--- src/rtl/sum_nb_seq.sv ---
// sum_nb_seq: multi-cycle WIDTH-bit adder/subtractor for the ALU.
// A CHUNK-bit ripple slice is reused for WIDTH/CHUNK cycles, working from the
// least significant chunk upwards. The result and flags are registered and
// held until the next completion or reset.
//
// Ports:
//   clk, rst          clock, asynchronous active-high reset
//   start             request an operation (accepted only while ready)
//   Sub               0: add, 1: subtract (sampled with start)
//   A, B, Ci          operands and carry/borrow-in (sampled with start)
//   ready, busy, done IDLE / RUN / one-cycle completion indicators
//   Sum, Cout, Ovf, Zero  registered result and flags

// One-bit full adder, the per-bit cell of the ripple slice.
module sum_nb_fa (
    input  logic a,
    input  logic b,
    input  logic ci,
    output logic s,
    output logic co
);
    assign s  = a ^ b ^ ci;
    assign co = (a & b) | (ci & (a ^ b));
endmodule

// CHUNK-bit ripple slice. Also exposes the carry into its top bit so the
// top-level can form the signed overflow flag on the last chunk.
module sum_nb_slice #(
    parameter int CHUNK = 4
) (
    input  logic [CHUNK-1:0] a,
    input  logic [CHUNK-1:0] b,
    input  logic             ci,
    output logic [CHUNK-1:0] s,
    output logic             co,
    output logic             c_msb
);
    logic [CHUNK:0] c;

    assign c[0] = ci;

    for (genvar i = 0; i < CHUNK; i++) begin : g_bit
        sum_nb_fa u_fa (
            .a  (a[i]),
            .b  (b[i]),
            .ci (c[i]),
            .s  (s[i]),
            .co (c[i+1])
        );
    end

    assign co    = c[CHUNK];
    assign c_msb = c[CHUNK-1];
endmodule

module sum_nb_seq #(
    parameter int WIDTH = 16,
    parameter int CHUNK = 4
) (
    input  logic             clk,
    input  logic             rst,
    input  logic             start,
    input  logic             Sub,
    input  logic [WIDTH-1:0] A,
    input  logic [WIDTH-1:0] B,
    input  logic             Ci,
    output logic             ready,
    output logic             busy,
    output logic             done,
    output logic [WIDTH-1:0] Sum,
    output logic             Cout,
    output logic             Ovf,
    output logic             Zero
);
    localparam int NCHUNK = WIDTH / CHUNK;
    localparam int CNT_W  = (NCHUNK > 1) ? $clog2(NCHUNK) : 1;
    localparam logic [WIDTH-1:0] CHUNK_MASK = WIDTH'({CHUNK{1'b1}});

    typedef enum logic [1:0] {
        S_IDLE,
        S_RUN,
        S_DONE
    } state_t;

    state_t           state, state_nxt;
    logic [WIDTH-1:0] a_reg, b_reg, res_reg, res_nxt;
    logic             carry;
    logic [CNT_W-1:0] cnt;
    logic             last;
    logic [31:0]      sh;
    logic [CHUNK-1:0] sl_a, sl_b, sl_s;
    logic             sl_co, sl_cmsb;

    assign last = (cnt == CNT_W'(NCHUNK - 1));
    assign sh   = 32'(cnt) * 32'(CHUNK);

    // Select the current chunk; b_reg already holds ~B for subtraction.
    assign sl_a = CHUNK'(a_reg >> sh);
    assign sl_b = CHUNK'(b_reg >> sh);

    sum_nb_slice #(.CHUNK(CHUNK)) u_slice (
        .a     (sl_a),
        .b     (sl_b),
        .ci    (carry),
        .s     (sl_s),
        .co    (sl_co),
        .c_msb (sl_cmsb)
    );

    // Merge the freshly computed chunk into the partial result.
    assign res_nxt = (res_reg & ~(CHUNK_MASK << sh)) | (WIDTH'(sl_s) << sh);

    always_comb begin
        state_nxt = state;
        ready     = 1'b0;
        busy      = 1'b0;
        done      = 1'b0;
        case (state)
            S_IDLE: begin
                ready = 1'b1;
                if (start) state_nxt = S_RUN;
            end
            S_RUN: begin
                busy = 1'b1;
                if (last) state_nxt = S_DONE;
            end
            S_DONE: begin
                done      = 1'b1;
                state_nxt = S_IDLE;
            end
            default: state_nxt = S_IDLE;
        endcase
    end

    always_ff @(posedge clk or posedge rst) begin
        if (rst) begin
            state   <= S_IDLE;
            a_reg   <= '0;
            b_reg   <= '0;
            res_reg <= '0;
            carry   <= 1'b0;
            cnt     <= '0;
            Sum     <= '0;
            Cout    <= 1'b0;
            Ovf     <= 1'b0;
            Zero    <= 1'b0;
        end else begin
            state <= state_nxt;
            case (state)
                S_IDLE: begin
                    if (start) begin
                        a_reg <= A;
                        b_reg <= Sub ? ~B : B;
                        // Subtraction is A + ~B + ~Ci, so the borrow-in inverts.
                        carry <= Ci ^ Sub;
                        cnt   <= '0;
                    end
                end
                S_RUN: begin
                    res_reg <= res_nxt;
                    carry   <= sl_co;
                    cnt     <= cnt + CNT_W'(1);
                    if (last) begin
                        Sum  <= res_nxt;
                        Cout <= sl_co;
                        Ovf  <= sl_cmsb ^ sl_co;
                        Zero <= (res_nxt == '0);
                    end
                end
                default: ;
            endcase
        end
    end
endmodule

--- config.mk ---
export PLATFORM = sky130hd
export DESIGN_NAME = sum_nb_seq
export DESIGN_NICKNAME = d
export VERILOG_FILES = /design/src/rtl/sum_nb_seq.sv
export SDC_FILE = /design/constraint.sdc
export NUM_CORES = 1
export LEC_CHECK = 0
export CAP_MARGIN = 20
export CORE_MARGIN = 10
export CORE_UTILIZATION = 25
export DETAILED_ROUTE_END_ITERATION = 16
export GPL_TIMING_DRIVEN = 0
export HOLD_SLACK_MARGIN = 0.05
export PLACE_DENSITY = 0.46
export RECOVER_POWER = 100
export SLEW_MARGIN = 40
export SYNTH_ARGS = -nofsm -noshare
export SYNTH_HDL_FRONTEND = slang
export SYNTH_SLANG_ARGS = --single-unit
--- constraint.sdc ---
create_clock -name clk -period 3.7 [get_ports clk]
set_input_delay 0.925 -clock clk [delete_from_list [all_inputs] [get_ports clk]]
set_output_delay 0.925 -clock clk [all_outputs]
set_load 0.01 [all_outputs]
# Word level (Yosys, flattened, before mapping)
# Index checks and enable logic that the tools add are counted.
# W data, S select, Z words.
# classes
eq_ne	5
n_addsub	1
bitwise	26
muxes	11
n_reduce_logical	7
shift	4
# op_table
op	count
$not A16 Y16	2
$shr A16 B4 Y4	2
$and A16 B16 Y16	1
$logic_not A16 Y1	1
$mux W16	1
$or A16 B16 Y16	1
$shl A4 B4 Y16	1
$shl A4 B4 Y16 const A	1
$xor A1 B1 Y1	10
$and A1 B1 Y1	8
$pmux W2 S2	2
$reduce_and A2 Y1	4
$mux W2	3
$eq A2 B2 Y1 const B	2
$mux W1	4
$ne A2 B2 Y1 const B	2
$or A1 B1 Y1	4
$add A2 B1 Y2 const B	1
$eq A2 B1 Y1 const B	1
$logic_not A2 Y1	1
$pmux W1 S2	1
$reduce_bool A2 Y1	1
# word_totals
regBits	72
word_cells	64

# Depth between registers and ports, before layout
# depth
word_depth	12
depth_mapped	14
ltp_nobuf	12

# Cells and area by module
# A second synthesis with hierarchy kept.
# unflattened
cells_unflattened	323
hier_area_um2	3248.1
# by_module_without_submodules
module	cells_each	seq_area_each_um2	n_inst	area_per_inst_um2
sum_nb_seq	319	1701.6	1	3168.0
sum_nb_fa	1	0.0	4	20.0

# Least setup slack after synthesis
# No wires, ideal clock.
# synth_timing
path_kind	reg2reg
from	register cnt[1]
to	register Zero
slack_ns	0.430
arrival_ns	3.174
path_buffers	2
path_stages_with_launch	15
cell_sequence	dfrtp_1 -> buf_6 -> clkbuf_8 -> mux4_1 -> inv_1 -> fa_1 -> inv_1 -> fa_1 -> inv_1 -> fa_1 -> fa_1 -> nand4b_1 -> a221oi_2 -> nand4_1 -> o31ai_1
# synth_via
elab_chain_cells	12
elab_cells_between_ends	27
classes_between	1 x eq/ne; 4 x shift; 20 x bitwise; 2 x reduce/logical
# synth_rtl
item	line	text
from (decl)	88	logic [CNT_W-1:0] cnt;
from (signal assigned)	162	cnt <= cnt + CNT_W'(1);
$shr A16 B4 Y4, on equally long branches	98, 99	
$xor A1 B1 Y1	22, 23	
$and A1 B1 Y1	23	assign co = (a & b) | (ci & (a ^ b));
$or A1 B1 Y1	23	
$and A1 B1 Y1	23	
$or A1 B1 Y1	23	
$and A1 B1 Y1	23	
$or A1 B1 Y1	23	
$xor A1 B1 Y1	22	assign s = a ^ b ^ ci;
$shl A4 B4 Y16	111	assign res_nxt = (res_reg & ~(CHUNK_MASK << sh)) | (WIDTH'(sl_s) << sh);
$or A16 B16 Y16	111	
$logic_not A16 Y1	167	Zero <= (res_nxt == '0);
to (signal assigned)	167	
to (decl)	73	output logic Zero
# Parallel ways exist; a longest one is shown, timed or not.
# A chain may end at the register's enable or synchronous reset.

# Worst setup path in the final report
# Ends and elaborated chain as after synthesis.

==> impl_metrics.yaml <==
layout:
  layout_common_cells: "100 x nand2_1, 68 x dfrtp_1, 45 x o21ai_0, 33 x clkdlybuf4s50_1, 24 x dlygate4sd3_1"
  nNetsFinal: 438
  final_common_cell: "nand2_1"
  fill_cells: 1344
  stdcell_area_um2: 4410
  layout-drive-gt1-share_pct: 9.30
  diodes: 0
  area_growth_pct: 35.3
floorplanning:
  io_pins: 59
  initial_core_util_pct: 25.7
  die_area_um2: 18000
  rows: 41
  die_w_um: 134
  coreArea_um2: 12700
  dieHeight_um: 134
timing:
  fmax_mhz: 290
  drv_slew: 0
  slew_headroom_pct: 20.5
  hold_slack_ps: 464
  timing.final.crit_share_pct: 93.1
  fin_worst_skew_ps: 6.88
  grt_setup_unrepaired: "no"
  layout_setup_ws_ps: 256
  setup_viol: 0
  fin_setup_tns_ps: 0
  worst_pin_slew_ps: 1190
  fin_crit_ps: 3440
  hold_viol_final: 0
clock_tree:
  cts.sinks: 68
  cts_made_buffers: 9
  clk_latency_ps: 330
  clock_path_buffers: 2
  htree_levels: 3
  cts_root_buf: "clkbuf_16"
  clkSlewWorstSetupHoldPaths_ps: 60
  cts_tree: "yes"
critical_path:
  critPathCapture: "Zero"
  cp-start-kind: "register"
  critPathCaptureType: "register"
  path_class: "register to register"
  cp_max_fo: 10
  arrival_ps: 3680
  cp_slowest_stage_delay_ps: 620
  critPathMostFrequentCell: "fa_2"
  required_ps: 3930
  crit_chain: "buf_6 > buf_8 > mux4_1 > inv_1 > fa_2 > inv_2 > fa_1 > inv_1 > fa_2 > fa_2 > nand4b_1 > a221oi_2 > nand4_1 > o31ai_1"
  r2r_cells: 14
  r2r_start: "cnt[1]"
  crit_path_start: "cnt[1]"
  reg2reg_to: "Zero"
  critPathSlowestCell: "fa_2"
  ff2ff_setup_slack_ps: 260
worst_hold_path:
  hp-class: "register to register"
global_routing:
  grt_pass1_vias: 2659
  grt_pass1_wl_mm: 14.1
  grt-ovfl-total: 0
  grt_max_degree: 48
  antenna_found_initial: 0
  grt_usage_pct: 9.78
route:
  num_vias: 2476
  drtAntennaViolNets: 0
  viasPerCell: 4.34
  drt_iter0_markers: 160
  wl_per_cell_um: 15.1
  firstDrtPassIters: 4
  route.detailed.drc: 0
  drt_wl_total_mm: 8.59
pwr:
  cellLeakagePower_nw: 1.99
  power_mw: 4.46
  ir_drop_v: 0.000413
  power_density_nw_per_um2: 1010
yosys:
  avgSynthCellArea_um2: 10.1
  syn_inst: 322
  yosysWarnings: 0
  syn-num-nets: 367
  yosysSeqAreaShare_pct: 52.2
  synthDistinctLibCells: 33
  netlist_area_um2: 3260
  yosys_register_bits: 68
placement:
  gp_congestion: 0.773
  preCtsSetupSlack_ps: 60.4
  io_buffers: 57
  dp_hpwl_mm: 6.41
  place_area_um2: 4080
outcome:
  status: "finished, final reports clean"
job:
  maxCapViolations: 0
[metal layers]
layer / up-vias / wire length [um] / global-route usage [%]
met4: 0 / 98 / 2.90
met3: 10 / 449 / 2.95
li1: 1223 / - / -
met1: 1188 / 4050 / 12.4
met5: - / 0 / 0
met2: 55 / 3990 / 15.6
[cell families (layout without fill, tap and decap cells)]
group	count (synthesis)	count (layout)	synth area share, %
and+or+nand+nor	118	118	14.9
DFF	68	68	52.2
AOI/OAI and AO/OA	65	65	11.8
buffers and inverters	37	113	5.76
xor gates and xnor gates	18	18	4.84
adders and majority gates	8	8	4.00
muxes	8	8	6.45
[synthesized netlist by cell type]
| cell type | count | area, um2 |
|---|---|---|
| nand4_1 | 3 | 18.8 |
| inv_2 | 1 | 3.75 |
| inv_1 | 16 | 60.1 |
| dfrtp_1 | 68 | 1700 |
| a2bb2oi_1 | 6 | 52.6 |
| a211oi_1 | 1 | 7.51 |
| buf_4 | 1 | 7.51 |
| buf_6 | 2 | 22.5 |
| and2_1 | 1 | 6.26 |
| xnor2_1 | 18 | 158 |
| buf_8 | 1 | 15.0 |
| mux4_1 | 8 | 210 |
| a31oi_1 | 2 | 12.5 |
| nand2b_1 | 2 | 12.5 |
| nand2_1 | 100 | 375 |
| a21oi_1 | 3 | 15.0 |
| a32oi_1 | 1 | 8.76 |
| or2b_2 | 1 | 8.76 |
| clkbuf_1 | 8 | 30.0 |
| fa_1 | 4 | 80.1 |
| nand4b_1 | 1 | 8.76 |
| ha_1 | 4 | 50.1 |
| a221oi_2 | 1 | 15.0 |
| nand3_1 | 2 | 10.0 |
| o221ai_1 | 1 | 8.76 |
| nor3_1 | 3 | 15.0 |
| nor2_1 | 1 | 3.75 |
| o21ai_0 | 45 | 225 |
| buf_2 | 7 | 35.0 |
| and2_4 | 1 | 8.76 |
| o31ai_1 | 5 | 37.5 |
| clkbuf_8 | 1 | 13.8 |
| nor2b_1 | 3 | 18.8 |
[final cells by class]
class	instances	area (um2)	area share (%)
inverter	17	65.1	1.48
tap	172	215	4.88
buffer	20	123	2.78
clock inverter	3	67.6	1.53
sequential	68	1700	38.6
timing repair buffer	60	591	13.4
clock buffer	13	270	6.13
multi-input combinational	217	1380	31.2
[how the worst min path moves through the flow]
stage                          from         to  slack (ps)  cells after the start
final                      a_reg[3]   a_reg[3]         460                      2
after global placement    b_reg[13]  b_reg[13]         450                      2
after CTS                  a_reg[3]   a_reg[3]         470                      2
after global routing       a_reg[3]   a_reg[3]         490                      2
after detailed placement   a_reg[3]   a_reg[3]         460                      2
after floorplan            a_reg[4]   a_reg[4]         440                      2
[power breakdown]
| part | switching (mW) | internal [mW] | total [mW] |
|---|---|---|---|
| registers | 0.163 | 1.08 | 1.24 |
| clock network | 0.318 | 0.646 | 0.963 |
| logic | 1.23 | 1.02 | 2.25 |
[per-stage QoR]
step / std cells / util [%]
final: 570 / 34.8
after CTS: 568 / 34.8
after global routing: 570 / 34.8
after global placement: 551 / 31.9
after floorplan: 322 / -
after detailed placement: 552 / 32.2
[what timing repair did]
action	in CTS	in global routing
gates resized for setup	0	5
setup buffers	0	2
hold buffers	0	0
setup endpoints to repair	0	1
[critical path: cells and delay by family, from the launching register on]
kind / cells / cell delay [ps]
adder cells (fa/ha/maj): 4 / 1540
buffers and inverters: 5 / 470
AO/OA/AOI/OAI: 2 / 460
flip-flops: 1 / 400
AND/OR/NAND/NOR: 2 / 270
multiplexers: 1 / 200
Power figures use the tool's default switching activity.
